`src/rtl/mc_pkg.sv`:
```
// Shared definitions for the multicycle MIPS-style controller.
// Holds the FSM state encoding, opcode/funct constants, aluop codes
// and ALU control encodings used by mc_control and alu_decoder.
package mc_pkg;

    typedef enum logic [3:0] {
        FETCH   = 4'd0,
        DECODE  = 4'd1,
        MEMADR  = 4'd2,
        MEMRD   = 4'd3,
        MEMWB   = 4'd4,
        MEMWR   = 4'd5,
        RTYPEEX = 4'd6,
        RTYPEWB = 4'd7,
        BEQ     = 4'd8,
        BNE     = 4'd9,
        ADDIEX  = 4'd10,
        ADDIWB  = 4'd11,
        JUMP    = 4'd12
    } state_t;

    // opcodes
    localparam logic [5:0] OP_RTYPE = 6'b000000;
    localparam logic [5:0] OP_LW    = 6'b100011;
    localparam logic [5:0] OP_SW    = 6'b101011;
    localparam logic [5:0] OP_BEQ   = 6'b000100;
    localparam logic [5:0] OP_BNE   = 6'b000101;
    localparam logic [5:0] OP_ADDI  = 6'b001000;
    localparam logic [5:0] OP_J     = 6'b000010;

    // R-type funct codes
    localparam logic [5:0] F_ADD = 6'b100000;
    localparam logic [5:0] F_SUB = 6'b100010;
    localparam logic [5:0] F_AND = 6'b100100;
    localparam logic [5:0] F_OR  = 6'b100101;
    localparam logic [5:0] F_SLT = 6'b101010;

    // aluop encodings
    localparam logic [1:0] ALUOP_ADD   = 2'b00;
    localparam logic [1:0] ALUOP_SUB   = 2'b01;
    localparam logic [1:0] ALUOP_FUNCT = 2'b10;

    // alu_control encodings
    localparam logic [2:0] ALU_AND = 3'b000;
    localparam logic [2:0] ALU_OR  = 3'b001;
    localparam logic [2:0] ALU_ADD = 3'b010;
    localparam logic [2:0] ALU_SUB = 3'b110;
    localparam logic [2:0] ALU_SLT = 3'b111;

endpackage

```
`src/rtl/mc_control_alu_decoder.sv`:
```
// alu_decoder: combinational aluop/funct -> alu_control translation.
// Ports:
//   aluop       in  2  operation class from the main FSM
//   funct       in  6  R-type function field
//   alu_control out 3  ALU operation select
module alu_decoder
    import mc_pkg::*;
(
    input  logic [1:0] aluop,
    input  logic [5:0] funct,
    output logic [2:0] alu_control
);

    always_comb begin
        alu_control = ALU_ADD;
        case (aluop)
            ALUOP_ADD: alu_control = ALU_ADD;
            ALUOP_SUB: alu_control = ALU_SUB;
            ALUOP_FUNCT: begin
                case (funct)
                    F_ADD:   alu_control = ALU_ADD;
                    F_SUB:   alu_control = ALU_SUB;
                    F_AND:   alu_control = ALU_AND;
                    F_OR:    alu_control = ALU_OR;
                    F_SLT:   alu_control = ALU_SLT;
                    default: alu_control = ALU_ADD;
                endcase
            end
            default: alu_control = ALU_ADD;
        endcase
    end

endmodule

```
`src/rtl/mc_control.sv`:
```
// mc_control: Moore FSM control unit for a multicycle MIPS subset
// (lw, sw, R-type, beq, bne, addi, j).
// Ports:
//   clk_100M, clk_en, rst     clock, clock enable, sync active-high reset
//   opcode, funct, zero       instruction fields and ALU zero flag
//   iord..alu_control         datapath controls (Moore, from state)
//   pc_en                     PC load strobe (zero-latency on zero)
//   illegal_op                high in DECODE for an undecoded opcode
//   state                     current FSM state for debug
module mc_control
    import mc_pkg::*;
#(
    parameter int BNE_EN = 1
) (
    input  logic       clk_100M,
    input  logic       clk_en,
    input  logic       rst,
    input  logic [5:0] opcode,
    input  logic [5:0] funct,
    input  logic       zero,
    output logic       iord,
    output logic       mem_write,
    output logic       ir_write,
    output logic       reg_dst,
    output logic       mem_to_reg,
    output logic       reg_write,
    output logic       alu_src_a,
    output logic [1:0] alu_src_b,
    output logic [1:0] pc_src,
    output logic [2:0] alu_control,
    output logic       pc_en,
    output logic       illegal_op,
    output logic [3:0] state
);

    localparam logic BNE_OK = (BNE_EN != 0);

    state_t     state_q, state_d, out_state;
    logic [1:0] aluop;
    logic       pc_write, branch, branch_ne, illegal;
    logic       ir_write_s, mem_write_s, reg_write_s;

    always_ff @(posedge clk_100M) begin
        if (rst)
            state_q <= FETCH;
        else if (clk_en)
            state_q <= state_d;
    end

    // Next state
    always_comb begin
        state_d = FETCH;
        case (state_q)
            FETCH: state_d = DECODE;
            DECODE: begin
                case (opcode)
                    OP_LW, OP_SW: state_d = MEMADR;
                    OP_RTYPE:     state_d = RTYPEEX;
                    OP_BEQ:       state_d = BEQ;
                    OP_BNE:       state_d = BNE_OK ? BNE : FETCH;
                    OP_ADDI:      state_d = ADDIEX;
                    OP_J:         state_d = JUMP;
                    default:      state_d = FETCH;
                endcase
            end
            MEMADR:  state_d = (opcode == OP_LW) ? MEMRD : MEMWR;
            MEMRD:   state_d = MEMWB;
            RTYPEEX: state_d = RTYPEWB;
            ADDIEX:  state_d = ADDIWB;
            default: state_d = FETCH;
        endcase
    end

    // While in reset the datapath sees FETCH controls; strobes are masked below.
    assign out_state = rst ? FETCH : state_q;

    always_comb begin
        iord        = 1'b0;
        mem_write_s = 1'b0;
        ir_write_s  = 1'b0;
        reg_dst     = 1'b0;
        mem_to_reg  = 1'b0;
        reg_write_s = 1'b0;
        alu_src_a   = 1'b0;
        alu_src_b   = 2'b00;
        pc_src      = 2'b00;
        aluop       = ALUOP_ADD;
        pc_write    = 1'b0;
        branch      = 1'b0;
        branch_ne   = 1'b0;
        illegal     = 1'b0;
        case (out_state)
            FETCH: begin
                alu_src_b  = 2'b01;
                ir_write_s = 1'b1;
                pc_write   = 1'b1;
            end
            DECODE: begin
                alu_src_b = 2'b11;
                case (opcode)
                    OP_LW, OP_SW, OP_RTYPE, OP_BEQ, OP_ADDI, OP_J: illegal = 1'b0;
                    OP_BNE:  illegal = !BNE_OK;
                    default: illegal = 1'b1;
                endcase
            end
            MEMADR: begin
                alu_src_a = 1'b1;
                alu_src_b = 2'b10;
            end
            MEMRD: iord = 1'b1;
            MEMWB: begin
                mem_to_reg  = 1'b1;
                reg_write_s = 1'b1;
            end
            MEMWR: begin
                iord        = 1'b1;
                mem_write_s = 1'b1;
            end
            RTYPEEX: begin
                alu_src_a = 1'b1;
                aluop     = ALUOP_FUNCT;
            end
            RTYPEWB: begin
                reg_dst     = 1'b1;
                reg_write_s = 1'b1;
            end
            BEQ, BNE: begin
                alu_src_a = 1'b1;
                aluop     = ALUOP_SUB;
                pc_src    = 2'b01;
                branch    = (out_state == BEQ);
                branch_ne = (out_state == BNE);
            end
            ADDIEX: begin
                alu_src_a = 1'b1;
                alu_src_b = 2'b10;
            end
            ADDIWB: reg_write_s = 1'b1;
            JUMP: begin
                pc_src   = 2'b10;
                pc_write = 1'b1;
            end
            default: ;
        endcase
    end

    assign ir_write   = ir_write_s & ~rst;
    assign mem_write  = mem_write_s & ~rst;
    assign reg_write  = reg_write_s & ~rst;
    assign illegal_op = illegal & ~rst;
    assign pc_en      = ~rst & (pc_write | (branch & zero) | (branch_ne & ~zero));
    assign state      = state_q;

    alu_decoder u_alu_dec (
        .aluop       (aluop),
        .funct       (funct),
        .alu_control (alu_control)
    );

endmodule

```
`config.mk`:
```
export PLATFORM = sky130hd
export DESIGN_NAME = mc_control
export DESIGN_NICKNAME = d
export VERILOG_FILES = /design/src/rtl/mc_pkg.sv /design/src/rtl/mc_control_alu_decoder.sv /design/src/rtl/mc_control.sv
export SDC_FILE = /design/constraint.sdc
export NUM_CORES = 1
export LEC_CHECK = 0
export BUFFER_PORTS_ARGS = -buffer_cell sky130_fd_sc_hd__buf_2
export CELL_PAD_IN_SITES_DETAIL_PLACEMENT = 2
export CELL_PAD_IN_SITES_GLOBAL_PLACEMENT = 2
export CORE_ASPECT_RATIO = 0.75
export CORE_MARGIN = 5
export CORE_UTILIZATION = 22
export DETAILED_ROUTE_END_ITERATION = 10
export GPL_ROUTABILITY_DRIVEN = 0
export PLACE_DENSITY = 0.79
export SLEW_MARGIN = 15
export SYNTH_ARGS = -nofsm -noshare
export SYNTH_HDL_FRONTEND = slang
export SYNTH_SLANG_ARGS = --single-unit
```
`constraint.sdc`:
```
create_clock -name clk_100M -period 3.85 [get_ports clk_100M]
set_clock_uncertainty 0.2 [all_clocks]
set_input_delay 0.5775 -clock clk_100M [delete_from_list [all_inputs] [get_ports clk_100M]]
set_output_delay 0.5775 -clock clk_100M [all_outputs]
set_load 0.01 [all_outputs]
```
# [Yosys cells after proc, flatten, opt, wreduce, memory -nomap -nowiden]
# Cells that the tools add are included.
[classes] n_eq_ne=29 n_reduce_logical=11 bitwise=11 n_mux=21
[ops] cell="$pmux W4 S6" count=2
[ops] cell="$eq A6 B6 Y1 const B" count=6
[ops] cell="$eq A4 B4 Y1 const B" count=6
[ops] cell="$eq A4 B3 Y1 const B" count=5
[ops] cell="$eq A4 B2 Y1 const B" count=4
[ops] cell="$eq A6 B3 Y1 const B" count=2
[ops] cell="$mux W1" count=12
[ops] cell="$pmux W3 S4" count=1
[ops] cell="$reduce_or A2 Y1" count=5
[ops] cell="$eq A4 B1 Y1 const B" count=2
[ops] cell="$logic_not A4 Y1" count=2
[ops] cell="$pmux W2 S2" count=2
[ops] cell="$and A1 B1 Y1" count=7
[ops] cell="$reduce_or A7 Y1" count=1
[ops] cell="$eq A6 B2 Y1 const B" count=1
[ops] cell="$eq A6 B4 Y1 const B" count=1
[ops] cell="$logic_not A6 Y1" count=1
[ops] cell="$pmux W2 S3" count=1
[ops] cell="$pmux W3 S2" count=1
[ops] cell="$reduce_or A5 Y1" count=1
[ops] cell="$mux W4" count=1
[ops] cell="$mux W3" count=1
[ops] cell="$reduce_or A3 Y1" count=1
[ops] cell="$eq A2 B1 Y1 const B" count=1
[ops] cell="other kinds (3)" count=5
[totals] elab_cells=73 reg_bits=4

# [Depth between registers and ports, before layout]
# Gate-level depths: netlist of run 1.
[depth] ltp_word=8 mapped_depth=8

# [Cells and area by module]
# From an unflattened synthesis of run 1, not the netlist that was laid out.
[unflattened] hier_cells=103 area_unflattened_um2=690.7
[by_module_without_submodules] mod="mc_control" seq_area_each_um2=80.1 cells_each=88 n_inst=1 area_per_inst_um2=571.8
[by_module_without_submodules] mod="alu_decoder" seq_area_each_um2=0.0 cells_each=15 n_inst=1 area_per_inst_um2=118.9

# [Worst setup path after synthesis of run 1]
# Ideal clock, no wire load.
[synth_timing] path_kind="input port to output port" from="input port rst" to="output port alu_control[0]" arrival_time_ns=1.991 n_path_buf=1 setup_slack_ns=1.081 required_time_ns=3.072 cell_stages=5 path_cell_list="clkbuf_1 -> or3_1 -> or2_2 -> ha_1 -> nor3_1"
[synth_between] elab_chain_cells=6
[synth_rtl] element="from (decl)" line_no="mc_control.sv:17" text="input logic rst,"
[synth_rtl] element="$mux W4 (*)" line_no="mc_control.sv:75" text="assign out_state = rst ? FETCH : state_q;"
[synth_rtl] element="$eq A4 B4 Y1" line_no="mc_control.sv:92" text="case (out_state)"
[synth_rtl] element="$reduce_or A2 Y1"
[synth_rtl] element="$pmux W2 S2 (*)" line_no="mc_control.sv:92"
[synth_rtl] element="$eq A2 B2 Y1 or $eq A2 B1 Y1 (tied branches)" line_no="mc_control_alu_decoder.sv:16" text="case (aluop)"
[synth_rtl] element="$pmux W3 S2 (*)" line_no="mc_control_alu_decoder.sv:16"
[synth_rtl] element="to (decl)" line_no="mc_control.sv:30" text="output logic [2:0] alu_control,"
# Every way passes the cells marked *; elsewhere a longest branch is shown, timed or not.

# [Worst setup path after layout of run 1]
[layout_timing] from="register state_q[0] (netlist: state[0])" to="output port alu_control[0]"
[layout_between] elab_chain_cells=6
[layout_rtl] element="from (decl)" line_no="mc_control.sv:38" text="state_t state_q, state_d, out_state;"
[layout_rtl] element="from (signal assigned)" line_no="mc_control.sv:47" text="state_q <= state_d;"
[layout_rtl] element="$mux W4 (*)" line_no="mc_control.sv:75"
[layout_rtl] element="$eq A4 B4 Y1" line_no="mc_control.sv:92"
[layout_rtl] element="$reduce_or A2 Y1"
[layout_rtl] element="$pmux W2 S2 (*)" line_no="mc_control.sv:92"
[layout_rtl] element="$eq A2 B2 Y1 or $eq A2 B1 Y1 (tied branches)" line_no="mc_control_alu_decoder.sv:16"
[layout_rtl] element="$pmux W3 S2 (*)" line_no="mc_control_alu_decoder.sv:16"
# Marks and branches as above.

==> flow_metrics.tcl, run 1 <==
set metrics [dict create \
    reg2reg_depth 4 \
    antenna_found_initial 0 \
    setup_ws_ns 0.956 \
    critPathLaunchType "register" \
    final-setup-viol-count 0 \
    remaining_antenna_violation_count 0 \
    setup.worst_path.class "reg2out" \
    hold_path.startpoint "state[0]" \
    crit_end "alu_control[0]" \
    critical_path.slowest_cell "sky130_fd_sc_hd__or3_1" \
    initial_detailed_routing_violation_count 15 \
    number_of_nets_in_the_finished_design 154 \
    design.portCount 36 \
    worst_slew_margin_rel_pct 61.5 \
    num_antenna_cells 0 \
    max_cap_violations 0 \
    area_growth_syn_to_layout_pct 38.4 \
    cp.depth 5 \
    insertion_delay_ns 0.22 \
    run_status "finished clean" \
    cp.buffers_inverters 1 \
    worst-endpoint-required_ns 3.07 \
    drc_errors 0 \
    viasPerCell 5.15 \
    final_min_period_over_clock_period_pct 75.2 \
    vias 876 \
    postCtsSetupRepairBufs 0 \
    cp_data_arrival_time_ns 2.12 \
    async_flop_share_pct 0 \
    cts_tree "done" \
    worst-slew-pin-transition_ns 0.577 \
    final_max_slew_viol_count 0 \
    grt-ovfl-total 0 \
    detailed_place_hpwl_um 2210 \
    pin_count_of_the_biggest_net_entering_global_routing 22 \
    ys_dominant_reg_cell "sky130_fd_sc_hd__dfxtp_1" \
    cts.repair.resized 0 \
    mostFrequentLayoutCells "sky130_fd_sc_hd__buf_2 (35), sky130_fd_sc_hd__nor2_1 (15), sky130_fd_sc_hd__nand2_1 (9), sky130_fd_sc_hd__a21oi_1 (7)" \
    placement_rows 16 \
    drive_above_1_share_pct 32.1 \
    clock_edge_transition_at_the_registers_on_the_reported_setup_and_hold_paths_ns 0.03 \
    power.density_cell_area_nw_per_um2 200 \
    minimum_clock_period_ns 2.89 \
    core_area_um2 2680 \
    synth_seq_area_share_pct 12.6 \
    reg2reg_to "state[2]" \
    power.switching_w 0.0000481 \
    ys_ff_latch 4 \
    synth_cell_types 37 \
    startpoint "state[0]" \
    track_usage_pct 14.0 \
    place_ws_ns 0.977 \
    cells_along_the_critical_path "or3_1 > or2_2 > ha_1 > nor3_1 > buf_2" \
    pwr-share-seq_pct 26.7 \
    hold-worst-slack_ns 0.487 \
    finalWirelength_um 2730 \
    internal_power_w 0.000128 \
    reg2reg_from "state[0]" \
    hold_viol_final 0 \
    end_kind "primary output" \
    setup-tns-final_ns 0 \
    detail_route.wl_per_cell_um 16.1 \
    r2r_setup_slack_ns 1.94 \
    die_height_um 56.6 \
    fillerInstances 363 \
    placement.io_buffers 35 \
    ctsHtreeMaxLevel 1 \
    layout.cells.most_common "sky130_fd_sc_hd__buf_2" \
    drt_first_pass_iters 4 \
    min_path_type "reg2reg" \
    synth_nets 119 \
    leakage_nw 0.380 \
    cts_num_sinks 4 \
    cts_root_buf "sky130_fd_sc_hd__clkbuf_8" \
    initial_core_util_pct 23.7 \
    critical_path.top_delay_family "simple AND/OR/NAND/NOR gates" \
    grt_setup_unrepaired "false" \
    largest_register_ff_count 4 \
    fp.dieArea_um2 4080 \
    maximum_vdd_ir_drop_mv 0.250 \
    maxClockFrequency_mhz 346 \
    clkPwrFrac_pct 49.9 \
    grt_pass1_vias 908 \
    wire_length_of_the_first_global_routing_pass_um 4640 \
    combinationalPowerShare_pct 23.4 \
    synth_enable_flop_cells 0 \
    path_max_fanout 16 \
    synthesized_cell_area_um2 636 \
    syn_avg_cell_area_um2 6.29 \
    tritoncts.num_buffers 3 \
    die_x_um 72.1 \
    netSwitchingFraction_pct 27.4 \
    yosys_warnings 0 \
    clk_path_buf_depth 2 \
    cts.hold.buffers_added 0 \
    timing.critical_path.slowest_cell_delay_ns 0.47 \
    syn-instance-count 101 \
]
[cell usage after synthesis (3+ instances only)]
cell type                  number  area [µm²]
sky130_fd_sc_hd__dfxtp_1        4        80.1
sky130_fd_sc_hd__clkbuf_1       3        11.3
sky130_fd_sc_hd__inv_1          4        15.0
sky130_fd_sc_hd__o21ai_0        6        30.0
sky130_fd_sc_hd__nand2b_1       4        25.0
sky130_fd_sc_hd__or2_2          3        18.8
sky130_fd_sc_hd__nor3_1         6        30.0
sky130_fd_sc_hd__nand2_1        9        33.8
sky130_fd_sc_hd__and3_1         3        18.8
sky130_fd_sc_hd__or3_1          3        18.8
sky130_fd_sc_hd__nor2b_1        3        18.8
sky130_fd_sc_hd__nor2_1        15        56.3
sky130_fd_sc_hd__a21oi_1        7        35.0
[stage by stage]
step / power [W] / utilization (%) / instance area (µm²) / std cells
finish: 0.000176 / 32.8 / 880 / 170
floorplan: 0.0000674 / - / 636 / 101
global route: 0.000186 / 32.8 / 880 / 170
detailed placement: 0.0000885 / 31.3 / 838 / 167
global placement: 0.0000865 / 31.3 / 838 / 167
CTS: 0.000179 / 32.8 / 880 / 170
[metal layers]
metal / global-route usage (%) / up-vias / part of all wire, %
met5: 0 / - / 0
met4: 5.63 / 0 / 1.5
met3: 0.357 / 4 / 2.2
met2: 22.8 / 13 / 48
met1: 19.4 / 426 / 48
li1: - / 433 / -
[worst min-delay path, cell delays in order, from the launching register on]
cell and delay [ns]:
sky130_fd_sc_hd__dfxtp_1 0.45, sky130_fd_sc_hd__nand2_1 0.11, sky130_fd_sc_hd__o21ai_0 0.07
[cell type report]
| class | count | area [µm²] | share of cell area (%) |
|---|---|---|---|
| tap | 36 | 45.0 | 5.12 |
| clock buffer | 3 | 41.3 | 4.69 |
| timing repair buffer | 36 | 183 | 20.8 |
| sequential | 4 | 80.1 | 9.10 |
| inverter | 4 | 15.0 | 1.71 |
| multi-input combinational | 87 | 515 | 58.6 |
[worst min-delay path by stage]
stage | to | slack (ns) | cells after the start
4_1_cts | state[2] | 0.50 | 4
2_1_floorplan | state[2] | 0.47 | 3
6_report | state[0] | 0.49 | 2
5_1_grt | state[2] | 0.53 | 4
3_5_place_dp | state[3] | 0.49 | 2
3_3_place_gp | state[3] | 0.46 | 2
[power groups by stage]
stage / Combinational [W] / Clock [W] / Sequential, W
2_1_floorplan: 0.0000224 / 0 / 0.0000450
3_3_place_gp: 0.0000391 / 0 / 0.0000474
3_5_place_dp: 0.0000410 / 0 / 0.0000475
4_1_cts: 0.0000414 / 0.0000908 / 0.0000470
5_1_grt: 0.0000459 / 0.0000925 / 0.0000477
6_report: 0.0000411 / 0.0000877 / 0.0000469
[cell families after synthesis]
family | Yosys count | share of synthesized area (%)
AND/OR/NAND/NOR | 56 | 46.5
flip-flops | 4 | 12.6
XOR/XNOR | 2 | 2.76
buffers and inverters | 10 | 6.30
AO/OA/AOI/OAI | 27 | 28.0
adder cells (fa/ha/maj) | 2 | 3.94
Power figures use the tool's default switching activity.
==> run 2: changes to the inputs <==
--- a/config.mk
+++ b/config.mk
@@ -10,10 +10,10 @@
 export CELL_PAD_IN_SITES_GLOBAL_PLACEMENT = 2
 export CORE_ASPECT_RATIO = 0.75
 export CORE_MARGIN = 5
-export CORE_UTILIZATION = 22
+export CORE_UTILIZATION = 20
 export DETAILED_ROUTE_END_ITERATION = 10
 export GPL_ROUTABILITY_DRIVEN = 0
-export PLACE_DENSITY = 0.79
+export PLACE_DENSITY = 0.72
 export SLEW_MARGIN = 15
 export SYNTH_ARGS = -nofsm -noshare
 export SYNTH_HDL_FRONTEND = slang
==> constraint.sdc (replaced) <==
create_clock -name clk_100M -period 2.8 [get_ports clk_100M]
set_clock_uncertainty 0.2 [all_clocks]
set_input_delay 0.42 -clock clk_100M [delete_from_list [all_inputs] [get_ports clk_100M]]
set_output_delay 0.42 -clock clk_100M [all_outputs]
set_load 0.01 [all_outputs]
==> run 2 against run 1 <==
Worst hold slack got worse by 0.11 ns. Final cell count up 2.9%. Sequential share of layout area shrank 0.25 points. Non-clock buffer count up 3. Largest cell class unchanged. Highest routed layer unchanged. Register-to-register slack worse by 0.99 ns. Critical endpoint unchanged. Critical path depth increased by 1. Cell area grew 2.8%. Power up 40%. Clock power up 39%. Routed wire length grew 9.2%. Sequential power increased by 27%.
==> flow_metrics.tcl, run 2 (same netlist as run 1, synthesis figures left out) <==
set metrics [dict create \
    clkPwrFrac_pct 49.5 \
    hold_viol_final 0 \
    pwr-share-seq_pct 24.1 \
    final_max_slew_viol_count 0 \
    instances_no_fill 175 \
    grt-ovfl-total 0 \
    run_status "finished clean" \
    reg2reg_depth 5 \
    insertion_delay_ns 0.22 \
    vias 905 \
    grt_most_used_layer "met2" \
    tritoncts.num_buffers 3 \
    cells_along_the_critical_path "buf_2 > or3_1 > or2_2 > ha_1 > nor3_1 > buf_2" \
    remaining_antenna_violation_count 0 \
    maximum_vdd_ir_drop_mv 0.132 \
    timing.critical_path.slowest_cell_delay_ns 0.37 \
    cts_tree "done" \
    power.density_cell_area_nw_per_um2 272 \
    cts_root_buf "sky130_fd_sc_hd__clkbuf_8" \
    detail_route.wl_per_cell_um 17.0 \
    path_max_fanout 10 \
    placement.cell_area_um2 863 \
    drc_errors 0 \
    netSwitchingFraction_pct 28.1 \
    clk_path_buf_depth 2 \
    grt_pass1_vias 943 \
    initial_core_util_pct 21.2 \
    drive_above_1_share_pct 33.6 \
    finalWirelength_um 2980 \
    setup-tns-final_ns 0 \
    worst_slew_margin_rel_pct 70.1 \
    multi_input_comb_area_um2 515 \
    cts.hold.buffers_added 0 \
    mostFrequentLayoutCells "sky130_fd_sc_hd__buf_2 (35), sky130_fd_sc_hd__nor2_1 (15), sky130_fd_sc_hd__nand2_1 (9), sky130_fd_sc_hd__a21oi_1 (7)" \
    grt.met2_usage_pct 22.3 \
    hold_path.startpoint "clk_en" \
    wire_length_of_the_first_global_routing_pass_um 4730 \
    drt_first_pass_iters 3 \
    postCtsSetupRepairBufs 0 \
    critPathLaunchType "input pin" \
    die_height_um 58.8 \
    min_path_type "in2reg" \
    reg2reg_to "state[2]" \
    minimum_clock_period_ns 2.61 \
    timing.hold.worst_path_depth 4 \
    cts_num_sinks 4 \
    largest_register_ff_count 4 \
    final_min_period_over_clock_period_pct 93.1 \
    maxClockFrequency_mhz 384 \
    leakage_nw 0.396 \
    use_met1_pct 19.1 \
    critical_path.slowest_cell "sky130_fd_sc_hd__or3_1" \
    reg2reg_from "state[1]" \
    place.detailed.instances 172 \
    placement_rows 17 \
    initial_detailed_routing_violation_count 22 \
    track_usage_pct 14.2 \
    worst-endpoint-required_ns 2.18 \
    antenna_found_initial 0 \
    combinationalPowerShare_pct 26.4 \
    fp.dieArea_um2 4420 \
    r2r_setup_slack_ns 0.95 \
    worst-slew-pin-transition_ns 0.444 \
    timing.critical_path.mode_cell "sky130_fd_sc_hd__buf_2" \
    die_x_um 75.1 \
    pin_count_of_the_biggest_net_entering_global_routing 20 \
    fillerInstances 397 \
    number_of_nets_in_the_finished_design 157 \
    setup.worst_path.class "in2out" \
    gr-usage-met3_pct 4.61 \
    detailed_place_hpwl_um 2430 \
    design.portCount 36 \
    viasPerCell 5.17 \
    cell_area_after_layout_um2 905 \
    final-setup-viol-count 0 \
    end_kind "primary output" \
    max_cap_violations 0 \
    worst_hold_path.endpoint "state[1]" \
    cp_data_arrival_time_ns 1.99 \
    power.switching_w 0.0000692 \
    ctsHtreeMaxLevel 1 \
    finalPower_w 0.000247 \
    hold-worst-slack_ns 0.377 \
    cts.repair.resized 0 \
    core_area_um2 3000 \
    clock_edge_transition_at_the_registers_on_the_reported_setup_and_hold_paths_ns 0.03 \
    internal_power_w 0.000177 \
    layout.cells.most_common "sky130_fd_sc_hd__buf_2" \
    grt_setup_unrepaired "false" \
    num_antenna_cells 0 \
    placement.io_buffers 35 \
    sequential_cell_area_um2 80.1 \
    area_growth_syn_to_layout_pct 42.3 \
]
[run 2: cell count changes in the layout (fill, tap and decap cells not counted)]
cell,before,now
sky130_fd_sc_hd__buf_4,1,4
[run 2: power groups by stage]
stage	Combinational, W	Sequential (W)	Clock (W)
after CTS	0.0000651	0.0000595	0.000126
after detailed placement	0.0000647	0.0000603	0
after global placement	0.0000619	0.0000602	0
after floorplan	0.0000308	0.0000618	0
final	0.0000650	0.0000595	0.000122
after global routing	0.0000713	0.0000596	0.000130
[run 2: metrics by stage]
stage	setup slack, ns	util [%]
3_5_place_dp	0.181	28.8
4_1_cts	0.181	30.2
5_1_grt	0.0633	30.2
2_1_floorplan	0.334	-
3_3_place_gp	0.295	28.8
6_report	0.193	30.2
[run 2: how the worst max path moves through the flow]
stage	endpoint	from	cells past startpoint	slack (ns)
2_1_floorplan	alu_control[0]	state[2]	6	0.33
3_3_place_gp	alu_control[0]	rst	6	0.29
3_5_place_dp	alu_control[0]	rst	6	0.18
4_1_cts	alu_control[0]	rst	6	0.18
5_1_grt	alu_control[1]	rst	7	0.06
6_report	alu_control[0]	rst	6	0.19
[run 2: final cells by class]
| class | count | area share [%] |
|---|---|---|
| Clock buffer | 3 | 4.56 |
| Sequential cell | 4 | 8.85 |
| Timing Repair Buffer | 39 | 22.7 |
| Multi-Input combinational cell | 87 | 57.0 |
| Tap cell | 38 | 5.26 |
| Inverter | 4 | 1.66 |
[run 2: metal layers]
metal / share of wire, % / up-vias
li1: - / 436
met1: 49 / 450
met2: 47 / 17
met3: 3.9 / 2
met4: 0.34 / 0
met5: 0 / -
[run 2: worst max-delay path, delay by kind of cell]
kind	cells	cell delay, ns
AND/OR/NAND/NOR	3	0.91
buffers and inverters	2	0.33
adder cells (fa/ha/maj)	1	0.32
